--- config.mk ---
export PLATFORM = sky130hd
export DESIGN_NAME = aes_io_sequencer
export DESIGN_NICKNAME = d
export VERILOG_FILES = /design/src/rtl/aes_io_pkg.sv /design/src/rtl/aes_word_shifter.sv /design/src/rtl/aes_io_sequencer.sv
export SDC_FILE = /design/constraint.sdc
export NUM_CORES = 1
export LEC_CHECK = 0
export CAP_MARGIN = 20
export CORE_AREA = 2 2 257 259
export CTS_BUF_LIST = sky130_fd_sc_hd__clkbuf_8
export CTS_CLUSTER_SIZE = 25
export DETAILED_ROUTE_END_ITERATION = 7
export DIE_AREA = 0 0 259 261
export PLACE_DENSITY = 0.5
export SLEW_MARGIN = 30
export SYNTH_ARGS = -nofsm -noshare
export SYNTH_HDL_FRONTEND = slang
export SYNTH_SLANG_ARGS = --single-unit
--- constraint.sdc ---
create_clock -name clk -period 5.1 [get_ports clk]
set_clock_uncertainty 0.2 [all_clocks]
set_input_delay 1.02 -clock clk [delete_from_list [all_inputs] [get_ports clk]]
set_output_delay 1.02 -clock clk [all_outputs]
set_load 0.05 [all_outputs]
--- src/rtl/aes_io_pkg.sv ---
// Shared widths, sequencer state encoding and debug view for the AES host I/O sequencer.
package aes_io_pkg;
    localparam int WORD_W    = 32;
    localparam int NUM_WORDS = 4;
    localparam int BLOCK_W   = WORD_W * NUM_WORDS;

    typedef enum logic [2:0] {
        LOAD_KEY,
        LOAD_MSG,
        REQUEST,
        DRAIN,
        RECYCLE
    } seq_state_t;

    typedef struct packed {
        seq_state_t          state;
        logic [1:0]          word_cnt;
        logic [WORD_W-1:0]   key_top;
        logic [WORD_W-1:0]   msg_top;
        logic [BLOCK_W-1:0]  rd_buf;
    } seq_dbg_t;
endpackage

--- src/rtl/aes_word_shifter.sv ---
// 128-bit block register: parallel load, 32-bit shift-in at the LSB end, shift-out from the top.
module aes_word_shifter
    import aes_io_pkg::*;
(
    input  logic               clk,
    input  logic               reset_n,
    input  logic               load,
    input  logic [BLOCK_W-1:0] din,
    input  logic               shift_in,
    input  logic [WORD_W-1:0]  win,
    input  logic               shift_out,
    output logic [BLOCK_W-1:0] q,
    output logic [WORD_W-1:0]  wout
);
    always_ff @(posedge clk) begin
        if (!reset_n) begin
            q <= '0;
        end else if (load) begin
            q <= din;
        end else if (shift_in) begin
            q <= {q[BLOCK_W-WORD_W-1:0], win};
        end else if (shift_out) begin
            q <= {q[BLOCK_W-WORD_W-1:0], {WORD_W{1'b0}}};
        end
    end

    assign wout = q[BLOCK_W-1 -: WORD_W];
endmodule

--- src/rtl/aes_io_sequencer.sv ---
// Host-side AES decrypt sequencer: gathers key and ciphertext words, requests a decrypt,
// streams the plaintext back and then resets the AES controller out of its READY state.
module aes_io_sequencer
    import aes_io_pkg::*;
#(
    parameter int TIMEOUT_CYCLES = 4096
) (
    input  logic               clk,
    input  logic               reset_n,
    input  logic               wr_valid,
    input  logic [WORD_W-1:0]  wr_data,
    output logic               wr_ready,
    output logic               rd_valid,
    output logic [WORD_W-1:0]  rd_data,
    input  logic               rd_ready,
    output logic [BLOCK_W-1:0] key,
    output logic [BLOCK_W-1:0] msg_en,
    output logic               io_ready,
    input  logic               aes_ready,
    input  logic [BLOCK_W-1:0] msg_de,
    output logic               aes_rst_n,
    output logic               timeout,
    output seq_dbg_t           dbg
);
    localparam int TW = $clog2(TIMEOUT_CYCLES);
    localparam logic [TW-1:0] T_MAX = TW'(TIMEOUT_CYCLES - 1);

    seq_state_t         state_q, state_d;
    logic [1:0]         word_cnt;
    logic [TW-1:0]      tcnt;
    logic               timeout_q;
    logic               wr_fire, rd_fire, capture, expire;
    logic [WORD_W-1:0]  key_top, msg_top;
    logic [BLOCK_W-1:0] rd_buf;

    // Both ports move a word only on a cycle where valid && ready; the producer holds
    // data and valid steady until that cycle, and ready never depends on valid.
    assign wr_fire = wr_valid && wr_ready;
    assign rd_fire = rd_valid && rd_ready;
    assign capture = (state_q == REQUEST) && aes_ready;
    assign expire  = (state_q == REQUEST) && !aes_ready && (tcnt == T_MAX);

    always_ff @(posedge clk) begin
        if (!reset_n) state_q <= LOAD_KEY;
        else          state_q <= state_d;
    end

    always_comb begin
        state_d  = state_q;
        wr_ready = 1'b0;
        io_ready = 1'b0;
        rd_valid = 1'b0;
        unique case (state_q)
            LOAD_KEY: begin
                wr_ready = 1'b1;
                if (wr_valid && word_cnt == 2'd3) state_d = LOAD_MSG;
            end
            LOAD_MSG: begin
                wr_ready = 1'b1;
                if (wr_valid && word_cnt == 2'd3) state_d = REQUEST;
            end
            REQUEST: begin
                io_ready = 1'b1;
                if (aes_ready)            state_d = DRAIN;
                else if (tcnt == T_MAX)   state_d = RECYCLE;
            end
            DRAIN: begin
                rd_valid = 1'b1;
                if (rd_ready && word_cnt == 2'd3) state_d = RECYCLE;
            end
            RECYCLE: state_d = LOAD_KEY;
            default: state_d = LOAD_KEY;
        endcase
    end

    // One counter serves both the write and read phases; it wraps to 0 on the 4th transfer.
    always_ff @(posedge clk) begin
        if (!reset_n)               word_cnt <= 2'd0;
        else if (wr_fire || rd_fire) word_cnt <= word_cnt + 2'd1;
    end

    always_ff @(posedge clk) begin
        if (!reset_n || state_q != REQUEST) tcnt <= '0;
        else                                tcnt <= tcnt + TW'(1);
    end

    always_ff @(posedge clk) begin
        if (!reset_n)    timeout_q <= 1'b0;
        else if (capture) timeout_q <= 1'b0;
        else if (expire)  timeout_q <= 1'b1;
    end

    aes_word_shifter u_key (
        .clk(clk), .reset_n(reset_n),
        .load(1'b0), .din('0),
        .shift_in(wr_fire && state_q == LOAD_KEY), .win(wr_data),
        .shift_out(1'b0), .q(key), .wout(key_top)
    );

    aes_word_shifter u_msg (
        .clk(clk), .reset_n(reset_n),
        .load(1'b0), .din('0),
        .shift_in(wr_fire && state_q == LOAD_MSG), .win(wr_data),
        .shift_out(1'b0), .q(msg_en), .wout(msg_top)
    );

    aes_word_shifter u_rd (
        .clk(clk), .reset_n(reset_n),
        .load(capture), .din(msg_de),
        .shift_in(1'b0), .win('0),
        .shift_out(rd_fire), .q(rd_buf), .wout(rd_data)
    );

    assign aes_rst_n = reset_n && (state_q != RECYCLE);
    assign timeout   = timeout_q;

    assign dbg.state    = state_q;
    assign dbg.word_cnt = word_cnt;
    assign dbg.key_top  = key_top;
    assign dbg.msg_top  = msg_top;
    assign dbg.rd_buf   = rd_buf;
endmodule

==> impl_metrics.toml, run 1 <==
[status]
status = "finished clean"

[grt]
grt_overflow_total = 0
grt_max_degree = 118
antenna_found_initial = 10
grt_pass1_vias = 14290
grt_pass1_wl_um = 94080
grt_usage_pct = 18.46

[sta]
tns_ps = 0
fin_hold_ws_ps = 265.8
period_minus_slack_ps = 4017
worst_pin_slew_ps = 941.0
hold_violations = 0
slew_headroom_pct = 37.27
maxSlewViolCount = 0
rsz0062_at_grt = "false"
fmax_mhz = 248.9
setup_viol = 0
min_period_over_period_pct = 78.77

[die]
ios = 655
die_y_um = 261
dieArea_um2 = 67600
core_area_um2 = 65040
start_util_pct = 24.82
rows = 94
die_x_um = 259

[place]
dpl.hpwl_um = 48170
placed_cell_area_um2 = 22560
gp_congestion = 0.8066
io_buffers = 654
post-place-cells = 3141

[drt]
drt_iter0_markers = 815
viasPerCell = 4.459
vias = 14670
drt_pass1_iterations = 5
wl_per_cell_um = 20.01
drc = 0
ant_nets = 0
routed_wirelength_um = 65850

[cts]
tritoncts = "built"
cts_buffer_depth = 3
clkSinkCount = 402
insertion_delay_ps = 650
h-tree-depth = 3
cts_setup_buffers = 0
cts_resized = 0
holdBufCountCts = 0
clk_pin_slew_worst_paths_ps = 60
cts_root_buf = "clkbuf_8"
cts_made_buffers = 79

[yosys]
async_flop_share_pct = 0
synthCells = 1845
ys_ff_latch = 402
synth_enable_flop_cells = 0
synth_ff_type = "dfxtp_1"
netlist_area_um2 = 16140
avgSynthCellArea_um2 = 8.748
synth_nets = 2012
yosysSeqAreaShare_pct = 49.86
ys_types = 37
yosysWarnings = 0

[finish]
seqCellArea_um2 = 8048
drive_gt1_share_pct = 6.113
final_cells = 3291
final_area_um2 = 24260
nets = 2525
fillerInstances = 6688
area_delta_synth_final_pct = 50.31
multi_input_area_um2 = 6645

[min_path]
min_path_type = "reg2reg"

[worst_setup_path]
crit_type = "reg2out"
crit_fanout = 11
end_kind = "output pin"
cp-start-kind = "flop"
worstPathRequired_ps = 3880
cp.arrival_ps = 2800

[power]
powerDensity_nw_per_um2 = 302.0
leakagePower_nw = 7.995
ir_drop_uv = 158.8
power_mw = 7.326

[job]
drv_cap = 0
==> logic make-up after synthesis <==
kind of cell | Yosys count | share of synthesized area [%]
compound gates | 496 | 23.06
buf+inv | 244 | 9.233
fa+ha+maj | 2 | 0.1550
simple gates | 690 | 17.05
xor+xnor | 9 | 0.4884
mux | 2 | 0.1550
flops | 402 | 49.86
==> area by class of cell <==
type                       count  share of cell area [%]
sequential                   402                   33.17
timing repair buffer         671                   27.91
multi-input combinational   1199                   27.39
clock buffer                 104                   5.900
tap                          864                   4.456
clock inverter                40                   1.037
inverter                       5                 0.07736
antenna                        6                 0.06189
==> path summary, 6_finish.rpt <==
path,start,to,slack (ps),cells after the start
worst max-delay path,state_q[1],io_ready,1080,2
worst min-delay path,u_msg.q[86],u_msg.q[118],270,2
worst max register to register,state_q[1],state_q[0],2510,5
worst min register to register,u_msg.q[86],u_msg.q[118],270,2
==> report_power, final <==
group | internal (mW) | switching [mW]
clock network | 1.97 | 1.47
logic | 0.272 | 0.383
registers | 3.19 | 0.0461
==> state kept, by name, indices dropped and copies added, names as in the netlist <==
| signal | cells |
|---|---|
| u_rd.q | 128 |
| u_msg.q | 128 |
| timeout | 1 |
| state_q | 3 |
| tcnt | 12 |
| u_key.q | 128 |
| word_cnt | 2 |
==> layout by cell type, fill, tap and decap left out, types with 2 or more instances in the layout <==
master	synthesis	routed
clkinvlp_4	0	2
buf_12	0	7
nor2b_1	33	33
clkinv_2	0	8
nor4_1	2	2
o21ai_0	3	3
dfxtp_1	402	402
nor3b_1	2	2
xor2_1	2	2
or3_1	2	2
nor2_4	2	2
diode_2	0	6
and3_4	0	2
a21boi_0	209	209
nand4_1	2	2
buf_4	106	9
clkbuf_8	0	104
nand3_4	0	2
a22oi_1	128	128
bufinv_16	0	3
nand2_1	617	617
a21boi_1	144	144
nor2_1	13	13
xnor2_1	7	7
a21oi_1	7	7
clkdlybuf4s50_1	0	653
ha_1	2	2
inv_1	5	31
nor3_1	3	3
nand3_1	7	5
==> stage by stage <==
| stage | worst slack [ps] | util (%) |
|---|---|---|
| 2_1_floorplan | 1053 | - |
| 3_3_place_gp | 1246 | 34.65 |
| 3_5_place_dp | 1241 | 34.69 |
| 4_1_cts | 1001 | 37.28 |
| 5_1_grt | 914.2 | 37.30 |
| 6_report | 1083 | 37.30 |
==> worst max-delay path: stages, from the launching register on <==
cell and delay, ps:
dfxtp_1 610, nor3b_1 590, clkdlybuf4s50_1 950
==> synth_stat cells (2+ instances only) <==
master,instances,area (um^2)
a21boi_0,209,1569
a21boi_1,144,1081
a21oi_1,7,35.03
a22oi_1,128,960.9
and3_1,3,18.77
buf_1,2,7.510
buf_2,57,285.3
buf_4,106,795.8
buf_6,14,157.7
clkbuf_1,60,225.2
dfxtp_1,402,8048
ha_1,2,25.02
inv_1,5,18.77
nand2_1,617,2316
nand3_1,7,35.03
nand4_1,2,12.51
nor2_1,13,48.80
nor2_4,2,22.52
nor2b_1,33,206.5
nor3_1,3,15.01
nor3b_1,2,15.01
nor4_1,2,12.51
o21ai_0,3,15.01
or3_1,2,12.51
xnor2_1,7,61.31
xor2_1,2,17.52
==> routing by layer <==
metal	global-route usage, %	routed length, um	vias up
met2	29.95	31130	504
met1	22.33	27550	6943
met5	0	8	-
li1	-	-	7110
met3	5.701	4693	115
met4	8.671	2466	2
(Power assumes the default switching activity.)
==> run 2, diff against run 1 <==
CORE_AREA = 2 2 258 260   (was 2 2 257 259)
DIE_AREA = 0 0 260 262   (was 0 0 259 261)
PLACE_DENSITY = 0.52   (was 0.5)
clock period = 3.55 ns   (was 5.1 ns; I/O delays follow)
==> impl_metrics.toml, run 2 (synthesis gave the netlist of run 1 again) <==
[cts]
clkSinkCount = 402
h-tree-depth = 3
insertion_delay_ps = 660
cts_made_buffers = 76
cts_setup_buffers = 0
clk_pin_slew_worst_paths_ps = 60
cts_buffer_depth = 3
cts_root_buf = "clkbuf_8"
tritoncts = "built"

[place]
gp_congestion = 0.8178
post-place-cells = 3146
io_buffers = 654
dpl.hpwl_um = 48420
placed_cell_area_um2 = 22660
dp_slack_ps = 628.9

[power]
powerDensity_nw_per_um2 = 419.2
ir_drop_uv = 271.1
p_clk_share_pct = 44.8
swShare_pct = 26.63
power_mw = 10.16
power_frac_comb_pct = 9.4
leakagePower_nw = 8.007
p_seq_share_pct = 45.8
p_int_mw = 7.453
p_sw_mw = 2.705

[worst_setup_path]
worstPathRequired_ps = 2640
crit_slowest_cell = "clkdlybuf4s50_1"
end_kind = "output pin"
path_cells = "nor2_4 > clkdlybuf4s50_1"
crit_fanout = 11
crit_type = "reg2out"
cp-start-kind = "flop"
slowest_delay_ps = 1020
cp.arrival_ps = 2410

[drt]
drc = 0
viasPerCell = 4.468
routed_wirelength_um = 65980
ant_nets = 0
drt_iter0_markers = 906
vias = 14690
drt_pass1_iterations = 5
wl_per_cell_um = 20.07

[sta]
slew_headroom_pct = 46.35
min_period_over_period_pct = 93.47
fmax_mhz = 301.4
worst_pin_slew_ps = 802.3
setup_slack_ps = 232.0
fin_hold_ws_ps = 199.7
rsz0062_at_grt = "false"
tns_ps = 0
period_minus_slack_ps = 3318
hold_violations = 0
maxSlewViolCount = 0
setup_viol = 0

[finish]
fin_util_pct = 37.12
final_area_um2 = 24230
final_cells = 3288
nets = 2528
final_cell_mix = "clkdlybuf4s50_1, nand2_1, dfxtp_1"
area_delta_synth_final_pct = 50.12
layout_commonest_cell = "clkdlybuf4s50_1"
reg_top3 = "u_key.q x128, u_msg.q x128, u_rd.q x128"
fillerInstances = 6644
drive_gt1_share_pct = 5.914

[die]
core_area_um2 = 65280
die_x_um = 260
die_y_um = 262
start_util_pct = 24.73
dieArea_um2 = 68120
rows = 94
ios = 655

[grt]
grt_pass1_wl_um = 94070
grt_usage_pct = 18.32
grt_pass1_vias = 14290
grt_max_degree = 259
grt_overflow_total = 0
antenna_found_initial = 9

[job]
drv_cap = 0

[min_path]
min_path_type = "in2reg"

[status]
status = "finished clean"
[run 2: changes by cell type in the layout (fill, tap and decap cells not counted), sizes merged, moves of 3 or more]
cell | before | now
clkbuf | 104 | 94
buf | 18 | 25
clkinv | 8 | 3
inv | 32 | 37
clkdlybuf4s50 | 653 | 650
clkinvlp | 2 | 5
[run 2: worst paths after layout]
| check | startpoint | end | slack (ps) | cells past startpoint |
|---|---|---|---|---|
| worst min register to register | u_rd.q[82] | u_rd.q[82] | 260 | 2 |
| worst max-delay path | state_q[1] | wr_ready | 230 | 2 |
| worst min-delay path | reset_n | u_rd.q[96] | 200 | 2 |
| worst max register to register | state_q[1] | u_rd.q[28] | 1210 | 5 |
[run 2: per-layer routing]
layer / routed length [um] / global-route usage [%]
met1: 27530 / 22.71
met2: 31490 / 29.82
met3: 5053 / 5.421
met4: 1881 / 7.280
met5: 23 / 0
[run 2: critical path: cells and delay by family (launching register included)]
family | cells | cell delay, ps
flops | 1 | 440
simple gates | 1 | 280
buf+inv | 1 | 1020
[run 2: power by group through the flow]
| stage | registers (mW) | clock network, mW | logic (mW) |
|---|---|---|---|
| floorplan | 4.94 | 0 | 0.305 |
| global placement | 4.74 | 0 | 0.964 |
| detailed placement | 4.75 | 0 | 0.965 |
| CTS | 4.65 | 4.73 | 0.969 |
| global route | 4.65 | 4.94 | 1.02 |
| finish | 4.65 | 4.55 | 0.960 |
[run 2: area by class of cell]
type | instances | area (um^2) | share of cell area (%)
clock inverter | 41 | 231.5 | 0.9553
timing repair buffer | 677 | 6897 | 28.46
multi-input combinational | 1199 | 6645 | 27.43
tap | 864 | 1081 | 4.462
sequential | 402 | 8048 | 33.21
antenna | 6 | 15.01 | 0.06197
inverter | 5 | 18.77 | 0.07746
clock buffer | 94 | 1294 | 5.340
[run 2: timing repair]
item / CTS / global route
resized for setup: 0 / 2
hold buffers: 0 / 0
setup endpoints to repair: 0 / 2
